$ cat config.mk
export PLATFORM = sky130hd
export DESIGN_NAME = wb_port_arbiter
export DESIGN_NICKNAME = d
export VERILOG_FILES = /design/src/rtl/wb_port_arbiter_pkg.sv /design/src/rtl/wb_fifo.sv /design/src/rtl/wb_port_arbiter.sv
export SDC_FILE = /design/constraint.sdc
export NUM_CORES = 1
export LEC_CHECK = 0
export CORE_UTILIZATION = 58
export CTS_CLUSTER_SIZE = 28
export DETAILED_ROUTE_END_ITERATION = 7
export GPL_TIMING_DRIVEN = 0
export PLACE_DENSITY = 0.83
export SLEW_MARGIN = 30
export SYNTH_ARGS = -nofsm -noshare
export SYNTH_HDL_FRONTEND = slang
export SYNTH_SLANG_ARGS = --single-unit
$ cat constraint.sdc
create_clock -name clk -period 6.1 [get_ports clk]
set_clock_uncertainty 0.2 [all_clocks]
set_input_delay 1.22 -clock clk [delete_from_list [all_inputs] [get_ports clk]]
set_output_delay 1.22 -clock clk [all_outputs]
set_load 0.1 [all_outputs]
$ cat src/rtl/wb_port_arbiter_pkg.sv
// Shared types and constants for the writeback port arbiter.
//   REG_W / DATA_W      : register index and data widths of the register-file write port
//   DEFAULT_DEPTH       : default auxiliary FIFO depth
//   DEFAULT_STARVE_LIMIT: default number of pipeline wins tolerated while aux results wait
//   wb_entry_t          : one pending register write {dest, value}
package wb_port_arbiter_pkg;

    localparam int unsigned REG_W                = 4;
    localparam int unsigned DATA_W               = 32;
    localparam int unsigned NUM_REGS             = 2 ** REG_W;
    localparam int unsigned DEFAULT_DEPTH        = 4;
    localparam int unsigned DEFAULT_STARVE_LIMIT = 3;

    typedef struct packed {
        logic [REG_W-1:0]  dest;
        logic [DATA_W-1:0] value;
    } wb_entry_t;

    function automatic logic [NUM_REGS-1:0] dest_onehot(input logic [REG_W-1:0] dest);
        return NUM_REGS'(1) << dest;
    endfunction

endpackage

$ cat src/rtl/wb_fifo.sv
// Synchronous FIFO buffering auxiliary register writes.
//   clk, rst     : clock and synchronous active-high reset (flushes all entries)
//   push         : write push_entry at the tail (ignored when full)
//   pop          : drop the head entry (ignored when empty)
//   full, empty  : occupancy flags derived from the count register
//   head         : entry at the read pointer
//   entry_valid  : per-slot occupancy, indexed by physical slot
//   entry_dest   : per-slot destination register, flattened REG_W bits per slot
module wb_fifo
    import wb_port_arbiter_pkg::*;
#(
    parameter int unsigned DEPTH = DEFAULT_DEPTH
) (
    input  logic                   clk,
    input  logic                   rst,
    input  logic                   push,
    input  wb_entry_t              push_entry,
    input  logic                   pop,
    output logic                   full,
    output logic                   empty,
    output wb_entry_t              head,
    output logic [DEPTH-1:0]       entry_valid,
    output logic [DEPTH*REG_W-1:0] entry_dest
);

    localparam int unsigned PTR_W = $clog2(DEPTH);
    localparam int unsigned CNT_W = PTR_W + 1;

    wb_entry_t        mem [DEPTH];
    logic [PTR_W-1:0] rd_ptr_q;
    logic [PTR_W-1:0] wr_ptr_q;
    logic [CNT_W-1:0] count_q;
    logic             do_push;
    logic             do_pop;

    assign full    = (count_q == CNT_W'(DEPTH));
    assign empty   = (count_q == '0);
    assign do_push = push && !full;
    assign do_pop  = pop && !empty;
    assign head    = mem[rd_ptr_q];

    always_ff @(posedge clk) begin
        if (rst) begin
            rd_ptr_q <= '0;
            wr_ptr_q <= '0;
            count_q  <= '0;
        end else begin
            if (do_push) wr_ptr_q <= wr_ptr_q + PTR_W'(1);
            if (do_pop)  rd_ptr_q <= rd_ptr_q + PTR_W'(1);
            case ({do_push, do_pop})
                2'b10:   count_q <= count_q + CNT_W'(1);
                2'b01:   count_q <= count_q - CNT_W'(1);
                default: count_q <= count_q;
            endcase
        end
    end

    // Storage needs no reset: a slot is only observed once the count covers it.
    always_ff @(posedge clk) begin
        if (do_push) mem[wr_ptr_q] <= push_entry;
    end

    // A slot is live when its distance from the read pointer is below the count.
    always_comb begin
        logic [PTR_W-1:0] offset;
        offset      = '0;
        entry_valid = '0;
        entry_dest  = '0;
        for (int i = 0; i < DEPTH; i++) begin
            offset         = PTR_W'(i) - rd_ptr_q;
            entry_valid[i] = ({1'b0, offset} < count_q);
            entry_dest[i*REG_W +: REG_W] = mem[i].dest;
        end
    end

endmodule

$ cat src/rtl/wb_port_arbiter.sv
// Arbitrates the single register-file write port between the pipeline WB stage and
// buffered auxiliary results (multiplier, late loads).
//   clk, rst                         : clock, synchronous active-high reset
//   pipe_wb_en, pipe_dest, pipe_value: pipeline write request (highest priority)
//   aux_valid, aux_dest, aux_value   : auxiliary result offer; aux_ready accepts it
//   stall_req                        : pipeline must hold and re-present its write
//   pending_mask                     : registers targeted by any buffered aux write
//   rf_wb_en, rf_dest, rf_value      : registered register-file write port
module wb_port_arbiter
    import wb_port_arbiter_pkg::*;
#(
    parameter int unsigned DEPTH        = DEFAULT_DEPTH,
    parameter int unsigned STARVE_LIMIT = DEFAULT_STARVE_LIMIT
) (
    input  logic                clk,
    input  logic                rst,
    input  logic                pipe_wb_en,
    input  logic [REG_W-1:0]    pipe_dest,
    input  logic [DATA_W-1:0]   pipe_value,
    input  logic                aux_valid,
    output logic                aux_ready,
    input  logic [REG_W-1:0]    aux_dest,
    input  logic [DATA_W-1:0]   aux_value,
    output logic                stall_req,
    output logic [NUM_REGS-1:0] pending_mask,
    output logic                rf_wb_en,
    output logic [REG_W-1:0]    rf_dest,
    output logic [DATA_W-1:0]   rf_value
);

    localparam int unsigned STARVE_W = $clog2(STARVE_LIMIT + 1);

    logic                   fifo_full;
    logic                   fifo_empty;
    wb_entry_t              fifo_head;
    wb_entry_t              aux_entry;
    logic [DEPTH-1:0]       fifo_valid;
    logic [DEPTH*REG_W-1:0] fifo_dest;

    logic                   pipe_grant;
    logic                   pop;
    logic                   push;
    logic [STARVE_W-1:0]    starve_q;
    logic [STARVE_W-1:0]    starve_d;

    logic                   rf_wb_en_q;
    logic [REG_W-1:0]       rf_dest_q;
    logic [DATA_W-1:0]      rf_value_q;

    assign aux_entry = '{dest: aux_dest, value: aux_value};

    wb_fifo #(
        .DEPTH (DEPTH)
    ) u_fifo (
        .clk         (clk),
        .rst         (rst),
        .push        (push),
        .push_entry  (aux_entry),
        .pop         (pop),
        .full        (fifo_full),
        .empty       (fifo_empty),
        .head        (fifo_head),
        .entry_valid (fifo_valid),
        .entry_dest  (fifo_dest)
    );

    always_comb begin
        aux_ready  = !rst && !fifo_full;
        stall_req  = !rst && !fifo_empty && (starve_q == STARVE_W'(STARVE_LIMIT));
        push       = aux_valid && aux_ready;
        pipe_grant = !rst && pipe_wb_en && !stall_req;
        pop        = !rst && !pipe_grant && !fifo_empty;

        // The counter only measures waiting of a non-empty FIFO; any drain restarts it.
        starve_d = starve_q;
        if (fifo_empty || pop) begin
            starve_d = '0;
        end else if (pipe_grant && (starve_q != STARVE_W'(STARVE_LIMIT))) begin
            starve_d = starve_q + STARVE_W'(1);
        end
    end

    always_ff @(posedge clk) begin
        if (rst) begin
            starve_q   <= '0;
            rf_wb_en_q <= 1'b0;
            rf_dest_q  <= '0;
            rf_value_q <= '0;
        end else begin
            starve_q <= starve_d;
            if (pipe_grant) begin
                rf_wb_en_q <= 1'b1;
                rf_dest_q  <= pipe_dest;
                rf_value_q <= pipe_value;
            end else if (pop) begin
                rf_wb_en_q <= 1'b1;
                rf_dest_q  <= fifo_head.dest;
                rf_value_q <= fifo_head.value;
            end else begin
                rf_wb_en_q <= 1'b0;
            end
        end
    end

    assign rf_wb_en = rf_wb_en_q;
    assign rf_dest  = rf_dest_q;
    assign rf_value = rf_value_q;

    // The head being popped stays visible this cycle so readers stall until it lands.
    always_comb begin
        pending_mask = '0;
        for (int i = 0; i < DEPTH; i++) begin
            if (fifo_valid[i]) begin
                pending_mask = pending_mask | dest_onehot(fifo_dest[i*REG_W +: REG_W]);
            end
        end
    end

endmodule

==> results.txt <==
In the synthesized netlist the dominant register cell turns out to be edfxtp_1. STA classifies the critical path endpoint as an output port. Across the VDD grid, the largest voltage drop is 0.3583 mV.

The cell with the biggest individual delay on the critical path was clkdlybuf4s50_1. The final standard cell area without fillers is 10,370 um^2. TritonCTS built the clock tree. The instance count of the mapped netlist was 558; the overall track demand over capacity in global routing was 28.50%. The tools report the total core area as 13,510 um^2.

CTS saw 192 sinks. The tools report the endpoint of the worst register-to-register path as u_fifo.count_q[2]$_SDFFE_PP0P_. The count of filler cells inserted in the layout was 738. The tools report the number of antenna violations at the first check in global routing as 0. Input and output buffers added on the ports amount to 130. The worst hold path depth was 1. For this run, the post-layout net count is 797. The tools report the number of antenna cells inserted as 0.

Once the floorplan was initialized, standard cells occupied 60.45% of the core. On the final layout, the worst hold slack is 0.2248 ns. Traced cell by cell, the critical path runs through clkbuf_1 -> xnor2_1 -> ha_1 -> nor2b_1 -> a2111oi_1 -> o2bb2a_1 -> o311ai_1 -> clkdlybuf4s50_1.

Of all nets on the critical path, the largest fanout is 7. In this run the power density over the cells is 325.9 nW/um^2. In this run the register-to-register setup slack is 3.09 ns. The tools report the number of global-route vias before repair as 5,671.

Detailed routing inserted a total of 5,543 vias. The total count of max-transition violations in the final report was 0. The violation count after the first detailed-route iteration was 410. The startpoint identified for the worst hold timing path is starve_q[0]$_SDFFE_PP0P_. The run finished with clean final reports. The total overflow left after global routing is 0. After detailed routing, the number of vias per cell comes to 6.166. Register bit total from synthesis: 192. The worst register-to-register path begins at u_fifo.count_q[2]$_SDFFE_PP0P_.

No sink is reached through more buffers than the 2 on the longest clock path. Timing would allow up to 0.1806 GHz. Summing all placed instances gives a cell area of 9754 um^2.

Final number of setup-violating endpoints: 0. Subtracting the final worst setup slack from the clock period gives 5.536 ns. Setup repair after global routing left no endpoint under its margin.

The path with the worst hold slack has its endpoint at starve_q[0]$_SDFFE_PP0P_. Measured along the x axis, the die boundary spans 120.6 um. In this run, post-CTS repair resized a total of 0 instances.

The netlist uses 55 different library cells. The tools report the count of final hold-check violations as 0. Summed over its instances, the top area cell type makes up 52.97% of the synthesized netlist area. Once detailed placement completed, the half-perimeter wirelength came to 13,440 um. The post-route DRC violation count was 0; the maximum single-stage delay on the critical path was 1.20 ns. Routed length per instance: 22.07 um. Placement row count: 42. Pin placement for this block handled 131 I/O pins. Max-cap violations in this run came to 0. From bottom edge to top edge, the die measures 120.6 um. Before antenna repair, the detailed router went through 5 iterations. A synthesized cell averages 14.63 um^2. The number of nets produced by synthesis was 645. At the pin with the least slew margin, the transition time is 1.050 ns. By area the synthesized netlist is led by edfxtp_1 (53%), dfxtp_1 (12%), mux4_2 (9.9%), nand2_1 (2.2%), a32oi_1 (1.9%).

The commonest cells after synthesis are edfxtp_1 (144), dfxtp_1 (48), nand2_1 (48), mux4_2 (36), nor2_1 (31). The leading cell type by number of instances after synthesis was edfxtp_1. Number of enable flip-flop cells after synthesis: 144. For the maximum level of the CTS H-tree, the log shows 4. The cell sitting at the root of the clock tree is a clkbuf_16. Summing the sequential cell areas from Yosys gives 64.74% of the chip area.

The async set or reset register ratio after synthesis came out at 0%. The leakage power figure is 3.478 nW, and the number of buffers inserted by hold repair at cts is 0. After clock tree synthesis, the clock-pin slew on the worst setup and hold paths is 0.07 ns. The area growth from synthesis to layout was 27.07%; the wire length of the first global-routing pass was 30,150 um. The total negative slack was 0 ns; the residual antenna-violating net count after detailed routing was 0.

The number of cells on the worst reg-to-reg path is 9. For the data arrival time at the worst-slack endpoint, the log shows 4.12 ns. Of all cell types, the one taking the most synthesized area is edfxtp_1. For this block, the routed nets add up to 19,840 um of wire.

By startpoint and endpoint, the worst setup path is classified as reg2out. The global placement routability congestion was 0.8517. The class of the tightest hold or removal check is reg2reg. Yosys printed 0 warnings. The share of cells above drive strength 1 is 14.25%, and the post-synthesis instance area is 8164 um^2. The worst endpoint required time was 4.68 ns. The TritonCTS buffer count is 17, and the final period utilization is 90.75%.

The startpoint type of the worst setup path is a flip-flop. The number of setup buffers added after CTS is 0. Entering global routing, the biggest net connects 37 pins. The tools report the normalized max-slew margin as 29.80%. The floorplan step defined a die boundary enclosing 14,550 um^2. The run gives 0.43 ns as the clock network latency to the later pin of the worst-skew pair.
-- metrics by stage --
step	setup WS, ns	total power [mW]	util, %	instances
after global routing	0.4460	3.479	76.81	899
after global placement	0.7212	2.237	71.72	864
after CTS	0.6113	3.388	76.77	899
after floorplan	-0.1347	2.044	-	558
final	0.5641	3.380	76.81	899
after detailed placement	0.6774	2.261	72.23	867
-- routing by layer --
| metal | vias to the layer above | part of all wire, % | track usage, % |
|---|---|---|---|
| li1 | 2500 | - | - |
| met1 | 2776 | 40 | 36.50 |
| met2 | 233 | 52 | 47.81 |
| met3 | 34 | 6.1 | 5.802 |
| met4 | 0 | 2.4 | 11.50 |
| met5 | - | 0 | 0 |
-- kinds of logic (layout without fill, tap and decap cells) --
| kind of cell | count (synthesis) | in the layout | share of synthesized area [%] |
|---|---|---|---|
| compound gates | 107 | 107 | 10.96 |
| xor+xnor | 5 | 5 | 0.5365 |
| flops | 192 | 192 | 64.74 |
| mux | 37 | 37 | 10.05 |
| simple gates | 153 | 153 | 9.196 |
| fa+ha+maj | 11 | 11 | 1.778 |
| buf+inv | 53 | 218 | 2.743 |
-- critical path: cells and delay by family (launching register included) --
kind,cells,cell delay (ns)
buffers and inverters,2,1.50
AOI/OAI and AO/OA,3,1.27
DFF,1,0.31
adders and majority gates,1,0.28
xor gates and xnor gates,1,0.19
and+or+nand+nor,1,0.15
-- cell usage in the layout, fill, tap and decap left out, drive strengths merged, types with 3 or more instances in the layout --
master	count
clkinvlp	4
nand4b	4
edfxtp	144
nor3	5
a22oi	8
bufinv	3
nand3	20
a211oi	20
a21oi	22
a311o	3
xnor2	3
a32oi	18
clkbuf	38
buf	16
or3	4
dfxtp	48
nand4	3
and2	6
a2111oi	4
ha	10
nand2	48
clkinv	4
nand2b	11
clkdlybuf4s50	130
nor2	31
o311ai	12
inv	23
a2bb2oi	3
mux4	36
nor2b	14
-- sequential cells by signal, summed over array words and instances (netlist names), named ones only --
register	count
rf_dest	4
rf_value	32
rf_wb_en	1
starve_q	2
u_fifo.count_q	3
u_fifo.mem	144
u_fifo.rd_ptr_q	2
u_fifo.wr_ptr_q	2
-- worst max path at each step --
stage	from	to	slack, ns	cells after the start
after detailed placement	rst	aux_ready	0.68	5
after global placement	rst	aux_ready	0.72	5
final	u_fifo.rd_ptr_q[0]$_SDFFE_PP0P_	pending_mask[14]	0.56	8
after floorplan	u_fifo.count_q[1]$_SDFFE_PP0P_	pending_mask[10]	-0.13	6
after CTS	u_fifo.rd_ptr_q[0]$_SDFFE_PP0P_	pending_mask[14]	0.61	8
after global routing	u_fifo.rd_ptr_q[0]$_SDFFE_PP0P_	pending_mask[9]	0.45	9
-- final cells by class --
cell class,count,area [um^2],share of cell area (%)
flip-flops and latches,192,5285,50.95
multi-input cells,313,2669,25.73
repair buffers,133,1361,13.12
clock buffers,18,429.2,4.137
well taps,176,220.2,2.123
clock inverters,14,185.2,1.785
plain buffers,33,148.9,1.435
inverters,20,75.07,0.7237
-- power breakdown --
| part | leakage (nW) | internal, mW | total (mW) | switching (mW) |
|---|---|---|---|---|
| logic | 1.49 | 0.224 | 0.734 | 0.511 |
| clock network | 0.287 | 0.653 | 1.14 | 0.488 |
| registers | 1.71 | 1.47 | 1.51 | 0.0338 |
(Power assumes the default switching activity.)
==> RTL change: new RTL, same flow settings <==
The package constant `DEFAULT_STARVE_LIMIT` goes from 3 to 5.
--- a/src/rtl/wb_port_arbiter_pkg.sv
+++ b/src/rtl/wb_port_arbiter_pkg.sv
@@ -9,7 +9,7 @@
     localparam int unsigned DATA_W               = 32;
     localparam int unsigned NUM_REGS             = 2 ** REG_W;
     localparam int unsigned DEFAULT_DEPTH        = 4;
-    localparam int unsigned DEFAULT_STARVE_LIMIT = 3;
+    localparam int unsigned DEFAULT_STARVE_LIMIT = 5;
 
     typedef struct packed {
         logic [REG_W-1:0]  dest;
Function: changed (Yosys sat finds a counterexample within 10 cycles, from zero or initial values and one cycle with rst high).
==> RTL change against the unedited design <==
Worst setup slack better by 0.41 ns; total power is 2.4% lower; sequential cell count is 1 higher; routed wire length is 3.5% lower; final area is 0.86% higher; synthesized area is 2.1% higher; final cell count is 3.7% higher; via count is 2.5% higher; core utilization is 1.7 points lower.
==> RTL change: results (changes against the unedited design) <==
outcome complete, no violations; share of cells above drive strength 1 16.2% (+2.0 points); post-DP HPWL 13.3 mm (-1.1%); WL/cell 20.5 um (-6.9%); DP Area 9910 sq um (+1.6%); clk_lat worst skew 0.42 ns; critical path arrival 3.71 ns (-0.41 ns); CTS Buf Count 17 (unchanged); Slew headroom 30.0% (+0.19 points); CP max FO 10 (+3); number of antenna diodes 0 (unchanged); register area share after synthesis 63.6% (-1.1 points); synth cell count leaders edfxtp_1, nand2_1, dfxtp_1; worst vdd ir 0.000296 V (-17%); CP startpoint u_fifo.count_q[1]; overall routing resource usage 27.2% (-1.3 points); Fillers 847 (+15%); largest net degree at the start of global routing 37 (unchanged); Max stage delay on crit path 1.14 ns (-0.06 ns); Synth area leaders edfxtp_1, dfxtp_1, mux4_2; postcts setup bufs 0 (unchanged); fin nets 827 (+3.8%); EDFF count, synth 144 (unchanged); Static Leak 3.47 nW (-0.37%); # resized after CTS 0 (unchanged); Via density 6.10 (-1.1%); reg-to-reg startpoint starve_q[0]; fraction of registers with async set/reset 0% (unchanged); Hold Path Class reg2reg; Routability Congestion 0.927 (+8.8%); Fin. Hold Viols 0 (unchanged); first-pass GRT wire length 29.7 mm (-1.6%); syn nets 677 (+5.0%); Initial DRC Count 472 (+15%); IO buf count 129 (-0.77%); Synth cell types 42 (-24%)
## RTL change: cell count changes after synthesis, moves of 8 or more
cell | unedited run | this run
nand2_1 | 48 | 87
a311oi_2 | 0 | 22
a32oi_1 | 18 | 0
nand4_1 | 3 | 19
nor2_1 | 31 | 47
nand3_1 | 20 | 32
o311ai_0 | 12 | 0
a21oi_1 | 22 | 12
nand2b_1 | 11 | 1
a211oi_2 | 12 | 4
a31oi_1 | 0 | 8
## RTL change: path summary, 6_finish.rpt
check / end / slack [ns] / cells past startpoint
worst max-delay path: pending_mask[4] / 0.97 / 8
worst min-delay path: starve_q[0] / 0.25 / 1
worst max register to register: u_fifo.count_q[2] / 3.51 / 9
worst min register to register: starve_q[0] / 0.25 / 1
## RTL change: cell type report
cell class,instances,area [sq um],share of cell area [%]
well taps,180,225,2.15
repair buffers,131,1340,12.8
clock buffers,19,433,4.14
multi-input cells,345,2780,26.6
clock inverters,13,121,1.16
inverters,15,56.3,0.538
plain buffers,36,199,1.90
flip-flops and latches,193,5310,50.7
## RTL change: critical path, delay by kind of cell, from the launching register on
| kind | cells | cell delay [ns] |
|---|---|---|
| adders and majority gates | 1 | 0.34 |
| AOI/OAI and AO/OA | 2 | 0.54 |
| buffers and inverters | 3 | 1.68 |
| and+or+nand+nor | 2 | 0.27 |
| DFF | 1 | 0.46 |
## RTL change: power by group
part           total (mW)  internal (mW)  switching [mW]
Sequential           1.51           1.48          0.0332
Combinational       0.754          0.233           0.521
Clock                1.04          0.539           0.496
## RTL change: cell families (layout without fill, tap and decap cells)
| kind of cell | Yosys count | in the layout | synth area share (%) |
|---|---|---|---|
| and+or+nand+nor | 215 | 215 | 11.8 |
| DFF | 193 | 193 | 63.6 |
| AOI/OAI and AO/OA | 75 | 75 | 9.14 |
| buffers and inverters | 51 | 214 | 3.06 |
| muxes | 37 | 37 | 9.85 |
| adders and majority gates | 12 | 12 | 1.89 |
| xor gates and xnor gates | 6 | 6 | 0.631 |
## RTL change: metal layers
layer	share of wire (%)	global-route usage (%)	wire, um	up-vias
met2	54	46.8	10200	261
li1	-	-	-	2563
met4	3.0	14.2	571	0
met3	5.9	4.49	1130	40
met1	38	32.9	7190	2820
met5	0	0	0	-
## RTL change: stage by stage
step	instances	worst slack (ns)	hold WS, ns	power, mW
6_report	932	0.970	0.253	3.30
5_1_grt	932	0.746	0.297	3.41
4_1_cts	932	0.963	0.260	3.32
2_1_floorplan	589	0.965	0.221	2.07
3_5_place_dp	900	1.43	0.247	2.29
3_3_place_gp	898	1.42	0.229	2.27
